$ cat src/rtl/cdp1802_pkg.sv
// Shared definitions for the CDP1802 DMA/interrupt responder: bus state codes,
// controller state encoding and default machine-cycle timing.
package cdp1802_pkg;

    localparam int CYCLE_LEN_DEF = 8;
    localparam int DATA_TICK_DEF = 5;

    localparam logic [1:0] SC_FETCH = 2'b00;
    localparam logic [1:0] SC_EXEC  = 2'b01;
    localparam logic [1:0] SC_DMA   = 2'b10;
    localparam logic [1:0] SC_INT   = 2'b11;

    typedef enum logic [1:0] {
        ST_RUN,
        ST_DMA,
        ST_IRQ,
        ST_DMAI
    } state_t;

endpackage

$ cat src/rtl/cdp1802_cycle_timer.sv
// Machine-cycle tick counter: counts clk_enable ticks 0..CYCLE_LEN-1 and flags
// the first tick, the last tick (cycle end) and the data-latch tick.
module cdp1802_cycle_timer #(
    parameter int CYCLE_LEN = 8,
    parameter int DATA_TICK = 5,
    parameter int TW        = $clog2(CYCLE_LEN)
) (
    input  logic clk,
    input  logic reset,
    input  logic clk_enable,
    output logic cycle_start,
    output logic cycle_end,
    output logic data_tick
);

    logic [TW-1:0] tcnt;
    logic          last_tick;

    assign last_tick   = (tcnt == TW'(CYCLE_LEN - 1));
    assign cycle_start = clk_enable && (tcnt == '0);
    assign cycle_end   = clk_enable && last_tick;
    assign data_tick   = clk_enable && (tcnt == TW'(DATA_TICK));

    // NOTE: sequential state uses <= so every flop samples pre-edge values.
    always_ff @(posedge clk or negedge reset) begin
        if (!reset) begin
            tcnt <= '0;
        end else if (clk_enable) begin
            tcnt <= last_tick ? '0 : tcnt + TW'(1);
        end
    end

endmodule

$ cat src/rtl/cdp1802_dma_ctrl.sv
// CDP1802 bus-side arbiter for S0/S1 core cycles, S2 DMA-out and S3 interrupt
// cycles. Optional DMA-in support is compiled in with CDP1802_DMA_IN_EN.
module cdp1802_dma_ctrl
    import cdp1802_pkg::*;
#(
    parameter int CYCLE_LEN = CYCLE_LEN_DEF,
    parameter int DATA_TICK = DATA_TICK_DEF
) (
    input  logic        clk,
    input  logic        reset,
    input  logic        clk_enable,
    input  logic [1:0]  core_sc,
    output logic        core_hold,
    input  logic        DMAO,
    input  logic        INT,
    output logic        ie,
    input  logic        ie_set,
    input  logic        ie_clr,
    input  logic        r0_wr,
    input  logic [15:0] r0_wdata,
    output logic [15:0] r0,
    output logic [1:0]  SC,
    output logic [15:0] mem_addr,
    output logic        mem_rd,
    input  logic [7:0]  mem_data,
    output logic [7:0]  data_out,
    output logic        int_taken
`ifdef CDP1802_DMA_IN_EN
    ,
    input  logic        DMAI,
    input  logic [7:0]  dma_in_data,
    output logic        mem_wr,
    output logic [7:0]  mem_wdata
`endif
);

    state_t      state;
    state_t      state_nxt;
    logic [1:0]  sc_nxt;
    logic [15:0] r0_nxt;
    logic        ie_nxt;
    logic        cycle_start;
    logic        cycle_end;
    logic        data_tick;
    logic        dma_in_req;
    logic        in_dma;
    logic        from_fetch;

    cdp1802_cycle_timer #(
        .CYCLE_LEN (CYCLE_LEN),
        .DATA_TICK (DATA_TICK)
    ) u_timer (
        .clk         (clk),
        .reset       (reset),
        .clk_enable  (clk_enable),
        .cycle_start (cycle_start),
        .cycle_end   (cycle_end),
        .data_tick   (data_tick)
    );

`ifdef CDP1802_DMA_IN_EN
    assign dma_in_req = DMAI;
    assign mem_wr     = (state == ST_DMAI) && data_tick;
    assign mem_wdata  = dma_in_data;
`else
    assign dma_in_req = 1'b0;
`endif

    assign in_dma     = (state == ST_DMA) || (state == ST_DMAI);
    assign from_fetch = (state == ST_RUN) && (SC == SC_FETCH);
    assign core_hold  = (state != ST_RUN);
    assign int_taken  = (state == ST_IRQ) && cycle_start;

    // Arbitration result, consumed only on the cycle-end tick.
    always_comb begin
        // NOTE: every output gets a default first so no latch is inferred.
        state_nxt = ST_RUN;
        sc_nxt    = core_sc;
        if (!from_fetch) begin
            if (dma_in_req) begin
                state_nxt = ST_DMAI;
                sc_nxt    = SC_DMA;
            end else if (DMAO) begin
                state_nxt = ST_DMA;
                sc_nxt    = SC_DMA;
            end else if (INT && ie && state != ST_IRQ) begin
                state_nxt = ST_IRQ;
                sc_nxt    = SC_INT;
            end else if (state == ST_IRQ) begin
                sc_nxt    = SC_FETCH;
            end
        end
    end

    // A core write can land on the same tick as a boundary into DMA, so the
    // next DMA address is taken from r0_nxt rather than r0.
    always_comb begin
        r0_nxt = r0;
        if (cycle_end && in_dma) begin
            r0_nxt = r0 + 16'd1;
        end else if (clk_enable && r0_wr && state == ST_RUN) begin
            r0_nxt = r0_wdata;
        end
    end

    always_comb begin
        ie_nxt = ie;
        if (clk_enable) begin
            if (ie_clr || int_taken) begin
                ie_nxt = 1'b0;
            end else if (ie_set) begin
                ie_nxt = 1'b1;
            end
        end
    end

    always_ff @(posedge clk or negedge reset) begin
        if (!reset) begin
            state    <= ST_RUN;
            SC       <= SC_FETCH;
            mem_rd   <= 1'b0;
            mem_addr <= '0;
        end else if (cycle_end) begin
            state    <= state_nxt;
            SC       <= sc_nxt;
            mem_rd   <= (state_nxt == ST_DMA);
            mem_addr <= (state_nxt == ST_DMA || state_nxt == ST_DMAI) ? r0_nxt : '0;
        end
    end

    always_ff @(posedge clk or negedge reset) begin
        if (!reset) begin
            r0 <= '0;
            ie <= 1'b1;
        end else begin
            r0 <= r0_nxt;
            ie <= ie_nxt;
        end
    end

    always_ff @(posedge clk or negedge reset) begin
        if (!reset) begin
            data_out <= '0;
        end else if (data_tick && state == ST_DMA) begin
            data_out <= mem_data;
        end
    end

endmodule

$ cat config.mk
export PLATFORM = sky130hd
export DESIGN_NAME = cdp1802_dma_ctrl
export DESIGN_NICKNAME = d
export VERILOG_FILES = /design/src/rtl/cdp1802_pkg.sv /design/src/rtl/cdp1802_cycle_timer.sv /design/src/rtl/cdp1802_dma_ctrl.sv
export SDC_FILE = /design/constraint.sdc
export NUM_CORES = 1
export LEC_CHECK = 0
export CAP_MARGIN = 20
export CORE_UTILIZATION = 50
export CTS_BUF_LIST = sky130_fd_sc_hd__clkbuf_2 sky130_fd_sc_hd__clkbuf_4 sky130_fd_sc_hd__clkbuf_8
export DETAILED_ROUTE_END_ITERATION = 10
export MAX_ROUTING_LAYER = met4
export PLACE_DENSITY = 0.92
export SYNTH_ARGS = -nofsm -noshare
export SYNTH_HDL_FRONTEND = slang
export SYNTH_SLANG_ARGS = --single-unit
$ cat constraint.sdc
create_clock -name clk -period 3.3 [get_ports clk]
set_clock_uncertainty 0.2 [all_clocks]
set_input_delay 0.66 -clock clk [delete_from_list [all_inputs] [get_ports clk]]
set_output_delay 0.66 -clock clk [all_outputs]
set_load 0.1 [all_outputs]
==> tab_implementation.tex <==
\begin{tabular}{lr}
\hline
Metric & Value \\
\hline
\multicolumn{2}{l}{\textbf{Run status}} \\
Result of the run & finished, final reports clean \\
\multicolumn{2}{l}{\textbf{Global routing}} \\
GRT Util Overall & between 20 and 30\% \\
Pin count of the biggest net entering global routing & 39 \\
Global-route wire length before repair & 11,100 µm \\
Initial antenna violation count & 0 \\
Number of global-route vias before repair & between 2,000 and 2,500 \\
Total congestion overflow after global routing & 0 \\
\multicolumn{2}{l}{\textbf{CTS}} \\
Hold bufs inserted after CTS & 0 \\
Clock buffer depth & 2 \\
Gates resized, CTS repair & 0 \\
TritonCTS clock tree & built \\
CTS Buf Count & 5 \\
Clk sinks & 49 \\
\# Post-CTS Setup Buffers & 0 \\
CTS Root Cell & sky130\_fd\_sc\_hd\_\_clkbuf\_8 \\
Post-CTS clock slew at the launch and capture registers of the worst setup and hold paths & approximately 0.09 ns \\
Clock insertion delay at the later pin of the skew report & a little over 0.3 ns \\
H-Tree Level Count & 2 \\
\multicolumn{2}{l}{\textbf{Drt}} \\
Sum of met3 wire segment lengths after detailed routing & roughly 430 µm \\
Vias post-DR & 2,519 \\
Remaining antenna violation count & 0 \\
Routed length on met1 & 3070 µm \\
Highest metal layer with signal wires & met4 \\
DR DRC count & 0 \\
Total length of routed wires & approximately 7000 µm \\
Met2 WL post-DR & between 3000 and 4000 µm \\
First-iteration detailed-routing DRC count & between 150 and 200 \\
Pre-antenna DRT Iters & 4 \\
Wire length per cell & between 15 and 20 µm \\
Post-detailed-route via-to-cell ratio & 6.06 \\
\multicolumn{2}{l}{\textbf{Timing}} \\
Final clock period utilization by the worst path & 86.0\% \\
Setup TNS Final & 0 ns \\
Slew at the pin closest to its max-slew limit & 0.857 ns \\
Pins over their slew limit & 0 \\
F\_max & 352 MHz \\
Post-route minimum period & 2.84 ns \\
Final hold viol count & 0 \\
Final setup viols & 0 \\
Slew headroom & between 40\% and 50\% \\
Unrepaired setup endpoints after global routing & no \\
\multicolumn{2}{l}{\textbf{Worst hold path}} \\
Path category of the worst min-delay check & input pin to async pin \\
\multicolumn{2}{l}{\textbf{Logic synthesis}} \\
Leading area contributor after synthesis & sky130\_fd\_sc\_hd\_\_dfrtp\_1 \\
Synth Net Count & 304 \\
Post-synth top flop & sky130\_fd\_sc\_hd\_\_dfrtp\_1 \\
Syn Std Cell Area & 2630 µm² \\
Register area share after synthesis & 46.7\% \\
Number of distinct library cells after synthesis & 52 \\
Post-synth ARST share & 100\% \\
Cells taking the most area after synthesis & sky130\_fd\_sc\_hd\_\_dfrtp\_1 46\%, sky130\_fd\_sc\_hd\_\_mux2\_2 5.1\%, sky130\_fd\_sc\_hd\_\_nand2\_1 4.7\%, sky130\_fd\_sc\_hd\_\_nand3\_1 3.8\%, sky130\_fd\_sc\_hd\_\_a22o\_1 2.7\% \\
Average footprint of a synthesized cell & 9.92 µm² \\
Post-Syn Instances & 265 \\
Synthesis-stage register bit count & 49 \\
Count of synthesis-stage warnings from yosys & 0 \\
Number of synthesized flops with an enable pin & 0 \\
Top-area cell type share of the netlist area & a little under half \\
\multicolumn{2}{l}{\textbf{Worst setup path}} \\
Critical Path Sink Type & primary output \\
Reg-to-reg startpoint & u\_timer.tcnt[0] \\
R2r endpoint & mem\_addr[2] \\
Crit. Startpoint & clk\_enable \\
Startpoint type of the worst setup path & input pin \\
Required arrival time at the worst endpoint & 2.44 ns \\
Timing endpoint of the critical path & int\_taken \\
Slack of the worst reg-to-reg path & 0.88 ns \\
Crit path arrival time & 1.98 ns \\
Standard cell with the maximum stage delay on the critical path & sky130\_fd\_sc\_hd\_\_clkdlybuf4s50\_1 \\
Critical Path, Cell by Cell & clkdlybuf4s50\_1, buf\_4, nand2\_1, nor3\_2, buf\_12 \\
Highest net fanout along the worst path & 12 \\
Count of cells along the worst register-to-register path & 6 \\
Category of the critical setup timing path & input pin to primary output \\
Slowest stage delay, CP & 0.57 ns \\
\multicolumn{2}{l}{\textbf{Layout}} \\
Net total in the final layout & between 300 and 400 \\
Multi-input gate area & 1300 µm² \\
Layout cells sized above 1 & 25.4\% \\
Number of inserted diodes & 0 \\
Area growth from synthesis to final layout & 33.1\% \\
Register area & 1230 µm² \\
Fill cells & $\sim$420 \\
\multicolumn{2}{l}{\textbf{Placement}} \\
Last weighted congestion value of the routability-driven placer & 0.919 \\
I/O Buffers & 79 \\
Placed wire-length estimate after detailed placement & $\sim$5200 µm \\
\multicolumn{2}{l}{\textbf{Floorplan}} \\
Number of top-level pins & 80 \\
Standard-cell row count & 26 \\
Width of the chip & 74.5 µm \\
Area of the core region & around 5100 µm² \\
Die area & 5550 µm² \\
Effective utilization at floorplan & 51.8\% \\
Height of the die & around 75 µm \\
\multicolumn{2}{l}{\textbf{Run}} \\
MaxCap Viol Count & 0 \\
\hline
\end{tabular}
[cell type report]
class / count / area share [%]
multi-input cells: 192 / 37.2
well taps: 70 / 2.50
inverters: 7 / 0.751
clock buffers: 7 / 2.39
clock inverters: 1 / 0.214
flip-flops and latches: 49 / 35.1
repair buffers: 90 / 21.9
[flip-flops by register name, indices dropped and copies added (netlist names)]
name          cells
mem_addr         16
u_timer.tcnt      3
mem_rd            1
data_out          8
state             2
SC                2
ie                1
r0               16
[worst min path at each step]
stage / slack (ns) / to
3_5_place_dp: 0.27 / mem_rd
2_1_floorplan: 0.16 / SC[0]
3_3_place_gp: 0.27 / mem_rd
4_1_cts: 0.27 / data_out[1]
6_report: 0.26 / mem_addr[3]
5_1_grt: 0.30 / mem_addr[3]
[cell families (layout without fill, tap and decap cells)]
logic type / after synthesis / in the layout / share of synthesized area [%]
and+or+nand+nor: 105 / 105 / 21.1
adders and majority gates: 5 / 5 / 2.38
AOI/OAI and AO/OA: 63 / 63 / 18.2
xor gates and xnor gates: 4 / 4 / 1.33
buffers and inverters: 24 / 105 / 4.00
muxes: 15 / 15 / 6.37
DFF: 49 / 49 / 46.7
[through the flow]
stage | util [%] | cells | cell area (µm²) | setup slack [ns] | hold WS, ns
6_report | 69.0 | 416 | 3500 | 0.463 | 0.257
2_1_floorplan | - | 265 | 2640 | 0.0393 | 0.164
3_5_place_dp | 67.2 | 408 | 3410 | 0.313 | 0.272
5_1_grt | 69.0 | 416 | 3500 | 0.395 | 0.304
4_1_cts | 69.0 | 416 | 3500 | 0.469 | 0.266
3_3_place_gp | 67.2 | 408 | 3410 | 0.399 | 0.270
[cells in the mapped netlist (6+ instances only)]
library cell and instances:
sky130_fd_sc_hd__buf_2 9, sky130_fd_sc_hd__clkbuf_1 6, sky130_fd_sc_hd__a22oi_1 6, sky130_fd_sc_hd__nand3_1 20, sky130_fd_sc_hd__o21ai_0 9, sky130_fd_sc_hd__mux2_2 12, sky130_fd_sc_hd__inv_1 7, sky130_fd_sc_hd__nand2_1 33
sky130_fd_sc_hd__nor2_1 13, sky130_fd_sc_hd__a22o_1 8, sky130_fd_sc_hd__a21oi_1 6, sky130_fd_sc_hd__nand4_1 9, sky130_fd_sc_hd__dfrtp_1 48
[critical path, delay by kind of cell]
kind                   cells  cell delay (ns)
buffers and inverters      3             1.00
and+or+nand+nor            2             0.32
[per-layer routing]
metal	GRT usage (%)	vias to the layer above
met5	-	-
met4	8.60	0
met3	5.42	9
met2	42.0	107
met1	36.7	1253
li1	-	1150
[cell usage in the layout (no fill, tap or decap), types with 6 or more instances in the layout]
cell type and n:
sky130_fd_sc_hd__a21oi_1 6, sky130_fd_sc_hd__a22o_1 8, sky130_fd_sc_hd__a22oi_1 6, sky130_fd_sc_hd__buf_4 56, sky130_fd_sc_hd__clkdlybuf4s50_1 32, sky130_fd_sc_hd__dfrtp_1 48
sky130_fd_sc_hd__inv_1 7, sky130_fd_sc_hd__mux2_2 12, sky130_fd_sc_hd__nand2_1 33, sky130_fd_sc_hd__nand3_1 20, sky130_fd_sc_hd__nand4_1 9, sky130_fd_sc_hd__nor2_1 13
sky130_fd_sc_hd__o21ai_0 9
Power is not shown: default switching activity piles up to over one toggle a cycle in this logic, so the estimate is an artifact.
